### src/rtl/pulse_gen_pkg.sv
// Shared constants for the multi-channel pulse generator: FSM encoding,
// power-on shadow configuration and the shortest legal period.
package pulse_gen_pkg;

   localparam logic [1:0] ST_IDLE = 2'd0;
   localparam logic [1:0] ST_RUN  = 2'd1;
   localparam logic [1:0] ST_HOLD = 2'd2;

   localparam int DEF_PERIOD = 20;
   localparam int DEF_HIGH   = 10;
   localparam int DEF_BURST  = 0;
   localparam int MIN_PERIOD = 2;

   function automatic int ch_w(input int n);
      return (n > 1) ? $clog2(n) : 1;
   endfunction

endpackage

### src/rtl/pulse_channel.sv
// One pulse channel: shadow config, active (clamped) config, phase counter
// and the IDLE/RUN/HOLD sequencer.
module pulse_channel
   import pulse_gen_pkg::*;
#(
   parameter int CNT_W   = 16,
   parameter int BURST_W = 8
) (
   input  logic               clk,
   input  logic               rst_n,
   input  logic               i_cfg_we,
   input  logic [CNT_W-1:0]   i_cfg_period,
   input  logic [CNT_W-1:0]   i_cfg_high,
   input  logic [BURST_W-1:0] i_cfg_burst,
   input  logic               i_enable,
   input  logic               i_sync_start,
   output logic               o_pulse,
   output logic               o_active,
   output logic               o_burst_done
);

   logic [1:0]         r_state;
   logic [CNT_W-1:0]   r_period_s, r_high_s;
   logic [BURST_W-1:0] r_burst_s;
   logic [CNT_W-1:0]   r_period_a, r_high_a;
   logic [BURST_W-1:0] r_burst_a;
   logic [CNT_W-1:0]   r_counter;
   logic [BURST_W-1:0] r_cnt_periods;
   logic               r_pulse;
   logic               r_burst_done;

   logic [CNT_W-1:0]   w_period_ld, w_high_ld;
   logic               w_wrap, w_last;

   // High time is clamped against the raw period so that period=1/high=1
   // still means "always high" after the period is widened to the minimum.
   assign w_period_ld = (r_period_s < CNT_W'(MIN_PERIOD)) ? CNT_W'(MIN_PERIOD) : r_period_s;
   assign w_high_ld   = (r_high_s == '0)        ? '0 :
                        (r_high_s >= r_period_s) ? w_period_ld : r_high_s;

   assign w_wrap = (r_counter == r_period_a - CNT_W'(1));
   assign w_last = (r_burst_a != '0) && (r_cnt_periods == r_burst_a - BURST_W'(1));

   always_ff @(posedge clk or negedge rst_n) begin
      if (!rst_n) begin
         r_state       <= ST_IDLE;
         r_period_s    <= CNT_W'(DEF_PERIOD);
         r_high_s      <= CNT_W'(DEF_HIGH);
         r_burst_s     <= BURST_W'(DEF_BURST);
         r_period_a    <= '0;
         r_high_a      <= '0;
         r_burst_a     <= '0;
         r_counter     <= '0;
         r_cnt_periods <= '0;
         r_pulse       <= 1'b0;
         r_burst_done  <= 1'b0;
      end else begin
         if (i_cfg_we) begin
            r_period_s <= i_cfg_period;
            r_high_s   <= i_cfg_high;
            r_burst_s  <= i_cfg_burst;
         end
         r_burst_done <= 1'b0;
         case (r_state)
            ST_IDLE: begin
               r_pulse   <= 1'b0;
               r_counter <= '0;
               if (i_enable) begin
                  r_period_a    <= w_period_ld;
                  r_high_a      <= w_high_ld;
                  r_burst_a     <= r_burst_s;
                  r_cnt_periods <= '0;
                  r_state       <= ST_RUN;
               end
            end
            ST_RUN: begin
               if (!i_enable) begin
                  r_pulse   <= 1'b0;
                  r_counter <= '0;
                  r_state   <= ST_IDLE;
               end else begin
                  r_pulse <= (r_counter < r_high_a);
                  if (i_sync_start || w_wrap) begin
                     r_counter  <= '0;
                     r_period_a <= w_period_ld;
                     r_high_a   <= w_high_ld;
                     r_burst_a  <= r_burst_s;
                  end else begin
                     r_counter <= r_counter + CNT_W'(1);
                  end
                  if (i_sync_start) begin
                     r_cnt_periods <= '0;
                  end else if (w_wrap) begin
                     r_cnt_periods <= r_cnt_periods + BURST_W'(1);
                     if (w_last) begin
                        r_state      <= ST_HOLD;
                        r_burst_done <= 1'b1;
                     end
                  end
               end
            end
            ST_HOLD: begin
               r_pulse   <= 1'b0;
               r_counter <= '0;
               if (!i_enable) r_state <= ST_IDLE;
            end
            default: begin
               r_pulse   <= 1'b0;
               r_counter <= '0;
               r_state   <= ST_IDLE;
            end
         endcase
      end
   end

   assign o_pulse      = r_pulse;
   assign o_active     = (r_state == ST_RUN);
   assign o_burst_done = r_burst_done;

endmodule

### src/rtl/pulse_generator_multi.sv
// NUM_CH independent pulse channels sharing one config port and a common
// sync restart; the top only steers config writes to the addressed channel.
module pulse_generator_multi
   import pulse_gen_pkg::*;
#(
   parameter  int NUM_CH  = 4,
   parameter  int CNT_W   = 16,
   parameter  int BURST_W = 8,
   localparam int CH_W    = ch_w(NUM_CH)
) (
   input  logic               clk,
   input  logic               rst_n,
   input  logic               cfg_we,
   input  logic [CH_W-1:0]    cfg_ch,
   input  logic [CNT_W-1:0]   cfg_period,
   input  logic [CNT_W-1:0]   cfg_high,
   input  logic [BURST_W-1:0] cfg_burst,
   input  logic [NUM_CH-1:0]  enable,
   input  logic               sync_start,
   output logic [NUM_CH-1:0]  pulse_out,
   output logic [NUM_CH-1:0]  active,
   output logic [NUM_CH-1:0]  burst_done
);

   logic [NUM_CH-1:0] w_we;

   genvar gi;
   generate
      for (gi = 0; gi < NUM_CH; gi++) begin : g_ch
         // Addresses at or above NUM_CH match no channel and are dropped.
         assign w_we[gi] = cfg_we && (cfg_ch == CH_W'(gi));

         pulse_channel #(
            .CNT_W   (CNT_W),
            .BURST_W (BURST_W)
         ) u_ch (
            .clk          (clk),
            .rst_n        (rst_n),
            .i_cfg_we     (w_we[gi]),
            .i_cfg_period (cfg_period),
            .i_cfg_high   (cfg_high),
            .i_cfg_burst  (cfg_burst),
            .i_enable     (enable[gi]),
            .i_sync_start (sync_start),
            .o_pulse      (pulse_out[gi]),
            .o_active     (active[gi]),
            .o_burst_done (burst_done[gi])
         );
      end
   endgenerate

endmodule

### config.mk
export PLATFORM = sky130hd
export DESIGN_NAME = pulse_generator_multi
export DESIGN_NICKNAME = d
export VERILOG_FILES = /design/src/rtl/pulse_gen_pkg.sv /design/src/rtl/pulse_channel.sv /design/src/rtl/pulse_generator_multi.sv
export SDC_FILE = /design/constraint.sdc
export NUM_CORES = 1
export LEC_CHECK = 0
export ABC_CLOCK_PERIOD_IN_PS = 4300
export CAP_MARGIN = 0
export CELL_PAD_IN_SITES_DETAIL_PLACEMENT = 1
export CELL_PAD_IN_SITES_GLOBAL_PLACEMENT = 2
export CORE_MARGIN = 3
export CORE_UTILIZATION = 25
export CTS_BUF_LIST = sky130_fd_sc_hd__clkbuf_8
export DETAILED_ROUTE_END_ITERATION = 7
export GPL_ROUTABILITY_DRIVEN = 1
export PLACE_DENSITY_LB_ADDON = 0.1
export SETUP_SLACK_MARGIN = 0.5
export SLEW_MARGIN = 10
export SYNTH_ARGS = -nofsm -noshare
export SYNTH_HDL_FRONTEND = slang
export SYNTH_SLANG_ARGS = --single-unit
### constraint.sdc
create_clock -name clk -period 4.3 [get_ports clk]
set_input_delay 0.645 -clock clk [delete_from_list [all_inputs] [get_ports clk]]
set_output_delay 0.645 -clock clk [all_outputs]
set_load 0.05 [all_outputs]
==> Yosys cells after proc, flatten, opt, wreduce, memory -nomap -nowiden <==
Cells that the tools add are included.
{ "word_totals": {"regBits": 432, "input_bits": 50, "output_inout_bits": 12, "word_cells": 312} }
{ "op_classes": {"addsub": 16, "magnitude_cmp": 12, "eq_ne": 51, "muxes": 148, "reduce_logical": 41} }
{ "op_table": {"columns": ["op", "n"], "rows": [
  ["$mux 16", 48],
  ["$pmux 16 s2", 8],
  ["$mux 8", 28],
  ["$pmux 8 s2", 8],
  ["$add 16x1->16 const B", 4],
  ["$eq 16x16->1", 4],
  ["$ge 16x16->1", 4],
  ["$logic_not 16->1", 4],
  ["$lt 16x16->1", 4],
  ["$lt 16x2->1 const B", 4],
  ["$sub 16x1->16 const B", 4],
  ["$mux 2", 24],
  ["$ne 3x3->1 const B", 16],
  ["$add 8x1->8 const B", 4],
  ["$eq 8x8->1", 4],
  ["$ne 2x2->1 const B", 16],
  ["$reduce_and 4->1", 8],
  ["$reduce_bool 8->1", 4],
  ["$sub 8x1->8 const B", 4],
  ["$mux 1", 28],
  ["$pmux 2 s3", 4],
  ["$reduce_and 5->1", 4],
  ["$eq 2x2->1 const B", 6],
  ["$eq 2x1->1 const B", 5],
  ["other kinds (4)", 21]
]} }

==> Logic depth before layout (Yosys ltp) <==
{ "logic_depth": {"ltp_word": 8, "ltp_mapped": 14, "ltp_nobuf": 10} }

==> Modules after synthesis <==
Synthesis repeated with hierarchy kept, for this count alone.
{ "unflattened": {"cells_unflattened": 2458, "area_unflattened_um2": 25256.7} }
{ "by_module_without_submodules": {"columns": ["module", "instances", "cells_per_inst", "area_per_inst_um2", "seq_area_each_um2"], "rows": [
  ["pulse_channel at g_ch[0].u_ch ...", 3, 610, 6344.8, 2707.6],
  ["pulse_channel at g_ch[3].u_ch", 1, 624, 6184.7, 2707.6],
  ["pulse_generator_multi", 1, 4, 37.5, 0.0]
]} }

==> Worst setup path before layout <==
OpenSTA, ideal clock, no wires.
{ "synth_timing": {"path_kind": "reg2reg", "from": "register g_ch[1].u_ch.r_period_a[0]", "to": "register g_ch[1].u_ch.r_burst_a[2]", "setup_time_ns": 0.125, "arrival_time_ns": 3.287, "required_ns": 4.175, "slack_ns": 0.888, "path_stages_with_launch": 13, "n_path_buf": 3, "synth_period_minus_slack_ns": 3.412, "cell_sequence": "dfrtp_1 -> clkbuf_1 -> inv_1 -> ha_1 -> nor4b_1 -> nand4b_1 -> xnor2_1 -> or4b_1 -> nor4_1 -> o21a_1 -> buf_2 -> buf_2 -> mux2_2"} }
{ "synth_between": {"elab_chain_len": 5} }
{ "synth_lines": {"columns": ["item", "line", "text"], "rows": [
  ["start: declaration", "pulse_channel.sv:25", "logic [CNT_W-1:0] r_period_a, r_high_a;"],
  ["start signal: assignment", "pulse_channel.sv:69", "r_period_a <= w_period_ld;"],
  ["start signal: assignment", "pulse_channel.sv:85", "r_period_a <= w_period_ld;"],
  ["$sub 16x1->16", "pulse_channel.sv:41", "assign w_wrap = (r_counter == r_period_a - CNT_W'(1));"],
  ["$eq 16x16->1", "pulse_channel.sv:41", null],
  ["$logic_or 1x1->1", "pulse_channel.sv:83", "if (i_sync_start || w_wrap) begin"],
  ["$ne 2x2->1 (no source line)", null, null],
  ["$reduce_and 4->1 (no source line)", null, null],
  ["end signal: assignment", "pulse_channel.sv:71", "r_burst_a <= r_burst_s;"],
  ["end signal: assignment", "pulse_channel.sv:87", "r_burst_a <= r_burst_s;"],
  ["end: declaration", "pulse_channel.sv:26", "logic [BURST_W-1:0] r_burst_a;"]
]} }
Every way passes these cells.
A chain may end at the register's enable or synchronous reset.

==> Final worst setup path <==
{ "layout_timing": {"from": "register g_ch[1].u_ch.r_period_a[0]", "to": "register g_ch[1].u_ch.r_burst_a[3]"} }
The elaborated chain is that of the path after synthesis.

==> key figures <==
Pwr
  • Total power: 0.0135 W
  • Clock Power Share: 0.322
  • Combinational Power Share: 0.255
  • PwrDens: 474 nW/um2
  • Sequential Power Share: 0.423
  • Switching power share of the total: 0.345
  • P_leak: 12.6 nW
  • Net Sw Power: 0.00464 W
  • Worst IR Drop VDD: 209 uV
  • Internal Power: 0.00881 W

Setup path
  • CP Launch Type: flop
  • Ordered cell list for the critical path: inv_1, ha_1, nor2b_1, a2111o_1, a21oi_1, or4b_1, nor4_2, o21a_2, buf_4, buf_4, mux2_2
  • CP max-delay cell: or4b_1
  • Most frequent CP cell: buf_4
  • CP arrival: 4060 ps
  • Max incr delay on CP: 510 ps
  • Critical path class: flop to flop
  • R2R cell count: 11
  • Reg-to-Reg End: g_ch[1].u_ch.r_burst_a[3]$_DFFE_PN0P_
  • Worst R2R Start: g_ch[1].u_ch.r_period_a[0]$_DFFE_PN0P_
  • Buffers and inverters on the worst path: 3
  • Worst Path Required: 4850 ps
  • Reg2reg setup slack: 800 ps
  • CP max FO: 7
  • CP endpoint kind: flop
  • Top cell family by delay on the critical path: simple AND/OR/NAND/NOR gates

STA
  • Period Utilization, post-route: 0.815
  • TNS Setup: 0 ps
  • Min Tclk post-route: 3500 ps
  • Tightest Pin Transition: 833 ps
  • Hold Violations, Final: 0
  • Final setup viols: 0
  • Final Skew: 37.0 ps
  • Pins Over Slew Limit: 0
  • RSZ-0062 raised after global routing: no
  • Fmax: 285 MHz
  • Relative slew slack: 0.445

Synth
  • Mapped Area: 24,400 um2
  • Syn nets: 2,605
  • EDFF count, synth: 0
  • Register area share after synthesis: 0.444
  • Synth unique cells: 78
  • Synthesized instance count: 2,415
  • Area share of the largest cell type after synthesis: 0.426
  • Yosys Warn Count: 0
  • Top cells by area, synth: dfrtp_1, mux2_2, ha_1
  • Largest area contributor in the netlist: dfrtp_1
  • Flop and latch count out of synthesis: 432
  • Syn Area/Cell: 10.1 um2
  • Asr flop ratio synth: 1.00
  • Synth Flop Type: dfrtp_1

Global routing
  • GR Overflow Total: 0
  • Initial antenna violation count: 8
  • Largest net degree at the start of global routing: 100
  • Vias in the first global route: 19.7k
  • Total GRT Usage: 0.156
  • First-pass GRT wire length: 123,000 um

Clocking
  • H-tree depth: 3
  • Clock Path Buffers: 3
  • CTS tree: yes
  • Clk sink count: 432
  • Clock latency on the worst-skew pair: 670 ps
  • Clk root buf: clkbuf_8
  • Clk pin slew, worst setup/hold paths: 60 ps
  • CTS Buf Count: 88

Layout
  • Commonest non-fill, non-tap cell in the layout: dfrtp_1
  • Area grow syn2layout: 16.3%
  • Share of cells above drive strength 1: 0.167
  • Final nets: 2,690
  • Fin cells: 3,835
  • Most frequent cells in the layout: dfrtp_1, mux2_2, inv_1, nand2_1, nor2_1
  • Post-Layout Inst Area: 28,400 um2
  • Filler cells: 10.8k

Place
  • Inst Count DP: 3,671
  • HPWL after DPL: 59,100 um
  • GPL Wtd Cong: 0.789
  • Placement Cell Area: 26,500 um2
  • IO buf count: 61

Floorplanning
  • Die height: 318 um
  • Initial Util: 0.255
  • Core region area: 95,900 um2
  • Die W: 318 um
  • Die area: 101,000 um2
  • Rows: 113
  • I/O Pins: 62

Routing
  • Initial DRC count: 730
  • Residual DRC: 0
  • DR vias/cell: 4.79
  • Post-Route WL: 79,500 um
  • Wire per inst: 20.7 um
  • ANT nets after route: 0
  • Via count: 18.4k
  • Pre-Repair DR Iteration Count: 4

Hold path
  • HP Class: flop to flop
  • HP Start: g_ch[1].u_ch.r_burst_s[0]$_DFFE_PN0P_
  • Hold EP: g_ch[1].u_ch.r_burst_a[0]$_DFFE_PN0P_
  • Worst hold stages: 2

Run status
  • Outcome: completed

Run
  • Max_cap viols: 0
-- cell usage after synthesis (7+ instances only) --
cell type,instances
nor3_1,35
mux2i_1,60
clkbuf_1,57
a211oi_1,15
ha_1,140
nand3_1,77
o21ai_1,17
nor2_1,171
or3_1,33
nand2b_1,31
a21o_1,39
a31oi_1,27
xor2_1,77
a21oi_1,60
o211ai_1,9
nand2_1,193
mux2_4,9
buf_4,16
nand4b_1,7
buf_1,22
nor2b_1,27
nand4_1,46
or4_1,10
nand3b_1,9
dfrtp_1,416
o21bai_1,7
and2_1,14
xnor2_1,100
o21ai_0,102
buf_2,9
o31ai_1,9
mux2_2,201
o22ai_1,17
and3_1,30
dfstp_2,16
nor4_1,58
inv_1,162
-- power by group through the flow --
stage	Sequential, W	Combinational [W]	Clock [W]
floorplan	0.00535	0.00256	0
global placement	0.00577	0.00337	0
detailed placement	0.00578	0.00347	0
CTS	0.00572	0.00349	0.00457
global route	0.00582	0.00391	0.00476
finish	0.00569	0.00343	0.00433
-- worst max path at each step --
| stage | from | to | cells after the start |
|---|---|---|---|
| after floorplan | g_ch[1].u_ch.r_period_a[0]$_DFFE_PN0P_ | g_ch[1].u_ch.r_burst_a[2]$_DFFE_PN0P_ | 12 |
| after global placement | g_ch[1].u_ch.r_period_a[0]$_DFFE_PN0P_ | g_ch[1].u_ch.r_counter[15]$_DFF_PN0_ | 10 |
| after detailed placement | g_ch[1].u_ch.r_period_a[0]$_DFFE_PN0P_ | g_ch[1].u_ch.r_counter[2]$_DFF_PN0_ | 10 |
| after CTS | g_ch[1].u_ch.r_period_a[0]$_DFFE_PN0P_ | g_ch[1].u_ch.r_counter[10]$_DFF_PN0_ | 10 |
| after global routing | g_ch[1].u_ch.r_period_a[0]$_DFFE_PN0P_ | g_ch[1].u_ch.r_high_a[3]$_DFFE_PN0P_ | 12 |
| final | g_ch[1].u_ch.r_period_a[0]$_DFFE_PN0P_ | g_ch[1].u_ch.r_burst_a[3]$_DFFE_PN0P_ | 11 |
-- layer usage --
metal / share of wire / track usage / wire length (um) / up-vias
met2: 0.46 / 0.251 / 36400 / 246
li1: - / - / - / 8702
met3: 0.035 / 0.0243 / 2800 / 85
met1: 0.49 / 0.218 / 39000 / 9338
met5: 0 / 0 / 0 / -
met4: 0.017 / 0.0387 / 1340 / 0
-- through the flow --
stage	hold WS [ps]	util	setup WS, ps
after floorplan	349	-	888
after global placement	472	0.277	690
after detailed placement	472	0.277	606
after CTS	487	0.296	557
after global routing	514	0.296	515
final	483	0.296	797
-- worst reg2reg max path, stage by stage (launching register included) --
cell	delay, ps
dfrtp_2	430
inv_1	80
ha_1	250
nor2b_1	190
a2111o_1	440
a21oi_1	240
or4b_1	510
nor4_2	380
o21a_2	210
buf_4	150
buf_4	160
mux2_2	340
-- cell type report --
cell class / instances / area, um2 / share of cell area
multi-input combinational: 1714 / 12500 / 0.442
sequential: 432 / 10800 / 0.382
tap: 1265 / 1580 / 0.0558
clock buffer: 111 / 1530 / 0.0538
timing repair buffer: 102 / 1040 / 0.0366
inverter: 162 / 608 / 0.0214
clock inverter: 47 / 249 / 0.00877
antenna: 2 / 5.00 / 0.000176
-- kinds of logic after synthesis --
| logic type | count (synthesis) | share of synthesized area |
|---|---|---|
| buf+inv | 269 | 0.0452 |
| xor+xnor | 177 | 0.0635 |
| compound gates | 355 | 0.0922 |
| flops | 432 | 0.444 |
| mux | 270 | 0.123 |
| fa+ha+maj | 140 | 0.0718 |
| simple gates | 772 | 0.161 |
-- sequential cells by signal, summed over array words and instances (netlist names) --
signal / flops
g_ch.u_ch.r_high_s: 64
g_ch.u_ch.r_burst_a: 32
g_ch.u_ch.r_state: 8
g_ch.u_ch.o_burst_done: 4
g_ch.u_ch.r_cnt_periods: 32
g_ch.u_ch.r_period_a: 64
g_ch.u_ch.r_burst_s: 32
g_ch.u_ch.r_period_s: 64
g_ch.u_ch.o_pulse: 4
g_ch.u_ch.r_high_a: 64
g_ch.u_ch.r_counter: 64
-- repair_timing --
item | 4_1_cts | 5_1_grt
setup endpoints to repair | 0 | 85
hold endpoints to repair | 9 | 0
resized for setup | 0 | 5
hold buffers | 1 | 0
buffers inserted | 0 | 3
Note: power is estimated with default switching activity, not from simulation.
